===== src/rtl/nn_arbiter_if.sv =====
// Bundle of request, datapath and response signals around the two-requester neuron arbiter.
// The slave view belongs to the arbiter; the master view belongs to its environment.
interface nn_arbiter_if #(
  parameter int unsigned W = 32
);
  logic [1:0]     req_valid;
  logic [1:0]     req_ready;
  logic [4*W-1:0] req0_x;
  logic [4*W-1:0] req1_x;
  logic           dp_start;
  logic [W-1:0]   dp_x1;
  logic [W-1:0]   dp_x2;
  logic [W-1:0]   dp_x3;
  logic [W-1:0]   dp_x4;
  logic           dp_done;
  logic [W-1:0]   dp_out;
  logic           rsp_valid;
  logic           rsp_ready;
  logic           rsp_id;
  logic [W-1:0]   rsp_data;
  logic           rsp_err;

  modport slave (
    input  req_valid, req0_x, req1_x, dp_done, dp_out, rsp_ready,
    output req_ready, dp_start, dp_x1, dp_x2, dp_x3, dp_x4,
           rsp_valid, rsp_id, rsp_data, rsp_err
  );

  modport master (
    output req_valid, req0_x, req1_x, dp_done, dp_out, rsp_ready,
    input  req_ready, dp_start, dp_x1, dp_x2, dp_x3, dp_x4,
           rsp_valid, rsp_id, rsp_data, rsp_err
  );
endinterface


===== src/rtl/nn_arbiter.sv =====
// Round-robin arbiter sharing one neuron datapath between two requesters, one operation
// in flight at a time, with a bounded wait for datapath completion.
module nn_arbiter #(
  parameter int unsigned W       = 32,
  parameter int unsigned TIMEOUT = 64
) (
  input logic         clk,
  input logic         rst,
  nn_arbiter_if.slave bus
);
  localparam int unsigned    CntW    = (TIMEOUT > 2) ? $clog2(TIMEOUT) : 1;
  localparam logic [CntW-1:0] CntLast = CntW'(TIMEOUT - 1);

  typedef enum logic [1:0] {StIdle, StLaunch, StWait, StRespond} state_e;

  state_e         state_q, state_d;
  logic           last_grant_q, last_grant_d;
  logic           owner_q, owner_d;
  logic           err_q, err_d;
  logic [CntW-1:0] cnt_q, cnt_d;
  logic [4*W-1:0] x_q, x_d;
  logic [W-1:0]   data_q, data_d;

  logic           gnt_idx;
  logic [1:0]     req_ready;
  logic           dp_start;

  // A lone requester always wins; with both (or none) valid, favour the one not served last.
  always_comb begin
    case (bus.req_valid)
      2'b01:   gnt_idx = 1'b0;
      2'b10:   gnt_idx = 1'b1;
      default: gnt_idx = ~last_grant_q;
    endcase
  end

  always_comb begin
    state_d      = state_q;
    last_grant_d = last_grant_q;
    owner_d      = owner_q;
    err_d        = err_q;
    cnt_d        = cnt_q;
    x_d          = x_q;
    data_d       = data_q;
    req_ready    = 2'b00;
    dp_start     = 1'b0;

    unique case (state_q)
      StIdle: begin
        req_ready = gnt_idx ? 2'b10 : 2'b01;
        if (|(bus.req_valid & req_ready)) begin
          x_d     = gnt_idx ? bus.req1_x : bus.req0_x;
          owner_d = gnt_idx;
          state_d = StLaunch;
        end
      end
      StLaunch: begin
        dp_start = 1'b1;
        cnt_d    = '0;
        state_d  = StWait;
      end
      StWait: begin
        cnt_d = cnt_q + CntW'(1);
        // Completion takes priority over a timeout landing in the same cycle.
        if (bus.dp_done) begin
          data_d  = bus.dp_out;
          err_d   = 1'b0;
          state_d = StRespond;
        end else if (cnt_q == CntLast) begin
          data_d  = '0;
          err_d   = 1'b1;
          state_d = StRespond;
        end
      end
      StRespond: begin
        if (bus.rsp_ready) begin
          last_grant_d = owner_q;
          state_d      = StIdle;
        end
      end
      default: state_d = StIdle;
    endcase
  end

  always_ff @(posedge clk or posedge rst) begin
    if (rst) begin
      state_q      <= StIdle;
      last_grant_q <= 1'b1;
      owner_q      <= 1'b0;
      err_q        <= 1'b0;
      cnt_q        <= '0;
      x_q          <= '0;
      data_q       <= '0;
    end else begin
      state_q      <= state_d;
      last_grant_q <= last_grant_d;
      owner_q      <= owner_d;
      err_q        <= err_d;
      cnt_q        <= cnt_d;
      x_q          <= x_d;
      data_q       <= data_d;
    end
  end

  assign bus.req_ready = req_ready;
  assign bus.dp_start  = dp_start;
  assign bus.dp_x1     = x_q[W-1:0];
  assign bus.dp_x2     = x_q[2*W-1:W];
  assign bus.dp_x3     = x_q[3*W-1:2*W];
  assign bus.dp_x4     = x_q[4*W-1:3*W];
  assign bus.rsp_valid = (state_q == StRespond);
  assign bus.rsp_id    = owner_q;
  assign bus.rsp_data  = data_q;
  assign bus.rsp_err   = err_q;
endmodule

===== src/flat_wrapper.sv =====
// flat-port wrapper written by rule: the top's interface ports become plain ports
module nn_arbiter_flat 
#(
  parameter int unsigned W       = 32,
  parameter int unsigned TIMEOUT = 64
)
  (clk, rst, bus_req_valid, bus_req0_x, bus_req1_x, bus_dp_done, bus_dp_out, bus_rsp_ready, bus_req_ready, bus_dp_start, bus_dp_x1, bus_dp_x2, bus_dp_x3, bus_dp_x4, bus_rsp_valid, bus_rsp_id, bus_rsp_data, bus_rsp_err);
  nn_arbiter_if #(.W(W)) bus_i ();
  input logic clk;
  input logic rst;
  input wire logic [$bits(bus_i.req_valid)-1:0] bus_req_valid;
  input wire logic [$bits(bus_i.req0_x)-1:0] bus_req0_x;
  input wire logic [$bits(bus_i.req1_x)-1:0] bus_req1_x;
  input wire logic [$bits(bus_i.dp_done)-1:0] bus_dp_done;
  input wire logic [$bits(bus_i.dp_out)-1:0] bus_dp_out;
  input wire logic [$bits(bus_i.rsp_ready)-1:0] bus_rsp_ready;
  output wire logic [$bits(bus_i.req_ready)-1:0] bus_req_ready;
  output wire logic [$bits(bus_i.dp_start)-1:0] bus_dp_start;
  output wire logic [$bits(bus_i.dp_x1)-1:0] bus_dp_x1;
  output wire logic [$bits(bus_i.dp_x2)-1:0] bus_dp_x2;
  output wire logic [$bits(bus_i.dp_x3)-1:0] bus_dp_x3;
  output wire logic [$bits(bus_i.dp_x4)-1:0] bus_dp_x4;
  output wire logic [$bits(bus_i.rsp_valid)-1:0] bus_rsp_valid;
  output wire logic [$bits(bus_i.rsp_id)-1:0] bus_rsp_id;
  output wire logic [$bits(bus_i.rsp_data)-1:0] bus_rsp_data;
  output wire logic [$bits(bus_i.rsp_err)-1:0] bus_rsp_err;
  assign bus_i.req_valid = bus_req_valid;
  assign bus_i.req0_x = bus_req0_x;
  assign bus_i.req1_x = bus_req1_x;
  assign bus_i.dp_done = bus_dp_done;
  assign bus_i.dp_out = bus_dp_out;
  assign bus_i.rsp_ready = bus_rsp_ready;
  assign bus_req_ready = bus_i.req_ready;
  assign bus_dp_start = bus_i.dp_start;
  assign bus_dp_x1 = bus_i.dp_x1;
  assign bus_dp_x2 = bus_i.dp_x2;
  assign bus_dp_x3 = bus_i.dp_x3;
  assign bus_dp_x4 = bus_i.dp_x4;
  assign bus_rsp_valid = bus_i.rsp_valid;
  assign bus_rsp_id = bus_i.rsp_id;
  assign bus_rsp_data = bus_i.rsp_data;
  assign bus_rsp_err = bus_i.rsp_err;
  nn_arbiter #(.W(W), .TIMEOUT(TIMEOUT)) u_core (.clk(clk), .rst(rst), .bus(bus_i));
endmodule

===== config.mk =====
export PLATFORM = sky130hd
export DESIGN_NAME = nn_arbiter_flat
export DESIGN_NICKNAME = d
export VERILOG_FILES = /design/src/rtl/nn_arbiter_if.sv /design/src/rtl/nn_arbiter.sv /design/src/flat_wrapper.sv
export SDC_FILE = /design/constraint.sdc
export NUM_CORES = 1
export LEC_CHECK = 0
export BUFFER_PORTS_ARGS = -buffer_cell sky130_fd_sc_hd__buf_2
export CELL_PAD_IN_SITES_DETAIL_PLACEMENT = 1
export CELL_PAD_IN_SITES_GLOBAL_PLACEMENT = 1
export CORE_AREA = 5 5 174 176
export CTS_BUF_LIST = sky130_fd_sc_hd__clkbuf_8
export DETAILED_ROUTE_END_ITERATION = 8
export DIE_AREA = 0 0 179 181
export PLACE_DENSITY = 0.82
export SLEW_MARGIN = 20
export SYNTH_ARGS = -nofsm -noshare
export SYNTH_HDL_FRONTEND = slang
export SYNTH_SLANG_ARGS = --single-unit

===== constraint.sdc =====
create_clock -name clk -period 8.18 [get_ports clk]
set_clock_uncertainty 0.15 [all_clocks]
set_input_delay 0.409 -clock clk [delete_from_list [all_inputs] [get_ports clk]]
set_output_delay 0.409 -clock clk [all_outputs]
set_load 0.1 [all_outputs]

After elaboration in Yosys (flattened, before gate mapping)
Cells that the tools add are included.

cells by class
  add/subtract/negate cells = 1
  multiply operators = 0
  div/mod/pow operators = 0
  $lt $le $gt $ge = 0
  equality and inequality tests = 9
  shifts and indexed selects = 0
  multiplexer cells = 15
  bitwise operators = 2
  reduce and logical (&&, ||, !) cells = 8

operators by type and width
  cell                                                                      count
  128-bit 2-to-1 mux                                                        1
  32-bit 2-to-1 mux                                                         2
  2-bit 2-to-1 mux                                                          6
  6-bit case mux with 2 select lines                                        1
  2-bit case mux with 4 select lines                                        1
  6-bit by 1-bit adder with 6-bit output (second input constant)            1
  2-bit equality test (second input constant)                               3
  6-bit equality test (second input constant)                               1
  2-bit AND reduction                                                       3
  2-bit by 1-bit equality test with 1-bit output (second input constant)    2
  2-bit nonzero test                                                        2
  1-bit 2-to-1 mux                                                          3
  3-bit by 2-bit inequality test with 1-bit output (second input constant)  1
  3-bit AND reduction                                                       1
  2-bit bitwise AND                                                         1
  2-bit logical NOT                                                         1
  2-bit by 1-bit inequality test with 1-bit output (second input constant)  1
  2-bit inequality test (second input constant)                             1
  1-bit case mux with 2 select lines                                        1
  2-bit OR reduction                                                        1
  1-bit NOT                                                                 1

word-level totals
  bits in registers = 171
  bits in latches = 0
  RAM bits = 0
  bits in read-only memories = 0
  bits of input ports = 294
  output and inout port bits = 166
  logic and storage cells = 42
  memories = 0

Logic depth before layout (Yosys ltp)
  word-level depth = 7
  depth in mapped cells = 8
  mapped depth without buffers = 6

Worst setup path before layout
OpenSTA, ideal clock, no wires.

  path kind = in2out
  start point = input port bus_req_valid[0]
  end point = output port bus_req_ready[1]
  arrival time = 2.524 ns
  required time = 7.621 ns
  slack = 5.097 ns
  stages on the path = 6
  path buffers = 2
  cells stage by stage = inv_1 -> ha_1 -> mux2i_2 -> buf_6 -> buf_2 -> nor2_1

between the ends
  cells in the longest elaborated chain, start to end = 4
  elaborated cells between the ends (all ways) = 5
  those cells by class = 2 x eq/ne; 3 x mux

ends and longest elaborated chain
  item                                                                                          line                source
  from (decl)                                                                                   flat_wrapper.sv:11  input wire logic [$bits(bus_i.req_valid)-1:0] bus_req_valid;
  2-bit equality test / 2-bit by 1-bit equality test with 1-bit output (equally long branches)  nn_arbiter.sv:30    case (bus.req_valid)
  1-bit case mux with 2 select lines *                                                          nn_arbiter.sv:30
  2-bit 2-to-1 mux *                                                                            nn_arbiter.sv:50    req_ready = gnt_idx ? 2'b10 : 2'b01;
  2-bit 2-to-1 mux *                                                                            nn_arbiter.sv:48    unique case (state_q)
  to (decl)                                                                                     flat_wrapper.sv:17  output wire logic [$bits(bus_i.req_ready)-1:0] bus_req_ready;

Every way passes the cells marked *; elsewhere a longest branch is shown, timed or not.

Worst setup path in the final report
  start point = register u_core.last_grant_q
  end point = output port bus_req_ready[0]

between the ends
  cells in the longest elaborated chain, start to end = 4

ends and longest elaborated chain
  item                                line              source
  from (decl)                         nn_arbiter.sv:17  logic last_grant_q, last_grant_d;
  from (signal assigned)              nn_arbiter.sv:96  last_grant_q <= last_grant_d;
  1-bit NOT                           nn_arbiter.sv:33  default: gnt_idx = ~last_grant_q;
  1-bit case mux with 2 select lines  nn_arbiter.sv:30
  2-bit 2-to-1 mux                    nn_arbiter.sv:50
  2-bit 2-to-1 mux                    nn_arbiter.sv:48

No other way between the ends.

==> qor.csv <==
metric;value;unit
pins over their slew limit;0;
Overall Global Routing Usage;17.5;%
layout filler cell count;3437;
Routability Congestion;0.818;
Post-synth EDFFs;0;
Setup violations, final;0;
Synth Cell Area;7730;um2
Total Die Area;32400;um2
Final Hold Vio Count;0;
vias in the first global route;8155;
slowest stage delay, CP;0.67;ns
Port Buffers;459;
DRC errors left;0;
layout cell share with drive strength beyond 1;40.7;%
path type of the worst setup path;reg -> out;
Synth-to-Final Area Change;42.3;%
post-CTS setup buffer count;0;
Place WS;5.06;ns
Clock H-tree levels;4;
ys flop type;dfrtp_1;
fin crit share;37.5;%
Yosys reg bits;171;
largest delay contributor family on the critical path;buffers and inverters;
async set-reset flop share out of synthesis;100;%
global-route wire length before repair;44900;um
CP Capture Type;primary output;
initial antenna violation count;1;
Metal-1 WL;11200;um
crit-path max FO;51;
fin nets;1529;
crit-path cells;inv_1 -> mux2i_4 -> buf_4 -> and2_1 -> buf_2;
RSZ-0062 raised after global routing;no;
core region area;28500;um2
CTS sink count;171;
type of origin of the critical path;flip-flop;
Via Count;7321;
Worst Setup Slack, final;5.11;ns
Net Count, Synth;1065;
final WL;29400;um
dpl hpwl;22100;um
Root Buffer;clkbuf_8;
clk buf depth;2;
Slew headroom;36.3;%
Clock Pin Slew Worst Setup and Hold Paths;0.11;ns
synth cell count leaders;nand2_1, dfrtp_1, mux2i_1;
Max-Cap Viols;0;
drt pass-1 iters;4;
status;completed;
register area share after synthesis;55.4;%
CP Data Arrival Time;2.51;ns
Synth top area share;55.0;%
Synth Warn #;0;
Final ANT Viol Nets;0;
initial core utilization;27.2;%
TritonCTS clock tree;built;
Post-Syn Area per Cell;10.1;um2
Die Y;181;um
setup TNS;0;ns
largest net degree at the start of global routing;104;
gr ovfl total;0;
Worst-Margin Slew;0.956;ns
met2 routed WL;15200;um
Die Width;179;um
DR WL met3;2570;um
Yosys cell types;28;
initial DRC count;234;
I/O pin count;460;
FP Rows;62;
largest cells by area after synthesis;dfrtp_1, mux2i_1, nand2_1;
Critical Path Slowest Stage Cell;buf_4;
Worst Path Required;7.62;ns
Bufs and invs on worst path;3;
count leader, synth;nand2_1;
clk_lat worst skew;0.44;ns
DR top layer;met4;
Cells after Synth;764;
HP Class;in -> reg;
Routed WL per cell;18.1;um
vias per cell;4.51;
post-route insts no fill;1625;
post-synth top area cell;dfrtp_1;
dpl cells;1560;
min cycle time layout;3.07;ns
fmax;0.326;GHz
TritonCTS buffer count;17;
-- layout by cell type, fill, tap and decap left out, types with 2 or more instances in the layout --
master,netlist,final
a21oi_1,3,3
and3_1,2,2
buf_2,17,459
buf_4,10,6
clkbuf_8,0,17
clkinv_4,0,2
clkinvlp_4,0,3
dfrtp_1,170,170
dlygate4sd3_1,0,33
ha_1,7,7
inv_1,12,12
inv_6,0,7
mux2_2,2,2
mux2i_1,128,128
nand2_1,197,196
nand3_1,34,34
nand4_1,2,2
nor2_1,4,4
nor2b_1,2,2
o21ai_0,49,49
o21ai_1,87,87
-- kinds of logic (layout without fill, tap and decap cells) --
logic type                 Yosys count  after routing  synth area share [%]
AOI/OAI and AO/OA                  141            141                  9.32
xor gates and xnor gates             1              1                 0.113
adders and majority gates            7              7                  1.13
buffers and inverters               66            542                  4.06
DFF                                171            171                  55.4
muxes                              131            131                  17.0
other                                0              1                     0
and+or+nand+nor                    247            247                  12.9
-- layout make-up --
| class | count | area (um2) | share of cell area (%) |
|---|---|---|---|
| Clock buffer | 17 | 234 | 2.13 |
| Timing Repair Buffer | 499 | 2680 | 24.4 |
| Sequential cell | 171 | 4280 | 38.9 |
| Antenna cell | 1 | 2.50 | 0.0228 |
| Inverter | 12 | 50.0 | 0.455 |
| Tap cell | 384 | 480 | 4.37 |
| Clock inverter | 14 | 113 | 1.02 |
| Multi-Input combinational cell | 527 | 3160 | 28.7 |
-- registers in the layout, summed over array words and instances, names as in the netlist --
signal               flops
u_core.x_q             128
u_core.bus.rsp_data     32
u_core.cnt_q             6
u_core.last_grant_q      1
u_core.state_q           2
u_core.bus.rsp_err       1
u_core.bus.rsp_id        1
-- final timing paths --
path / startpoint / endpoint / slack (ns) / depth (start not counted)
max in group asynchronous: rst / u_core.cnt_q[1] / 5.97 / 4
min in group asynchronous: rst / u_core.bus.rsp_data[31] / 0.55 / 3
worst max-delay path: u_core.last_grant_q / bus_req_ready[0] / 5.11 / 5
worst min register to register: u_core.x_q[120] / u_core.x_q[120] / 0.33 / 2
worst max register to register: u_core.last_grant_q / u_core.x_q[27] / 5.46 / 6
worst min-delay path: bus_req0_x[85] / u_core.x_q[85] / 0.07 / 3
-- through the flow --
| step | utilization, % | area [um2] | hold slack (ns) |
|---|---|---|---|
| after floorplan | - | 7730 | 0.364 |
| after global placement | 36.2 | 10300 | 0.306 |
| after detailed placement | 36.2 | 10300 | 0.315 |
| after CTS | 38.6 | 11000 | 0.00110 |
| after global routing | 38.6 | 11000 | 0.0239 |
| final | 38.6 | 11000 | 0.0703 |
-- worst min-delay path, stage by stage --
cell and delay (ns):
buf_2 0.07, mux2i_1 0.05, o21ai_1 0.10
-- timing repair --
item / in CTS / in global routing
hold buffers: 32 / 1
resized for setup: 0 / 0
hold endpoints to repair: 45 / 1
-- per-layer routing --
layer	GRT usage, %	up-vias
li1	-	3504
met1	19.8	3498
met2	31.9	288
met3	5.81	31
met4	3.84	0
met5	0	-
Power is left out: the tool's default activity adds up to more than one toggle a clock period on the data nets, which glitch-free logic cannot reach.
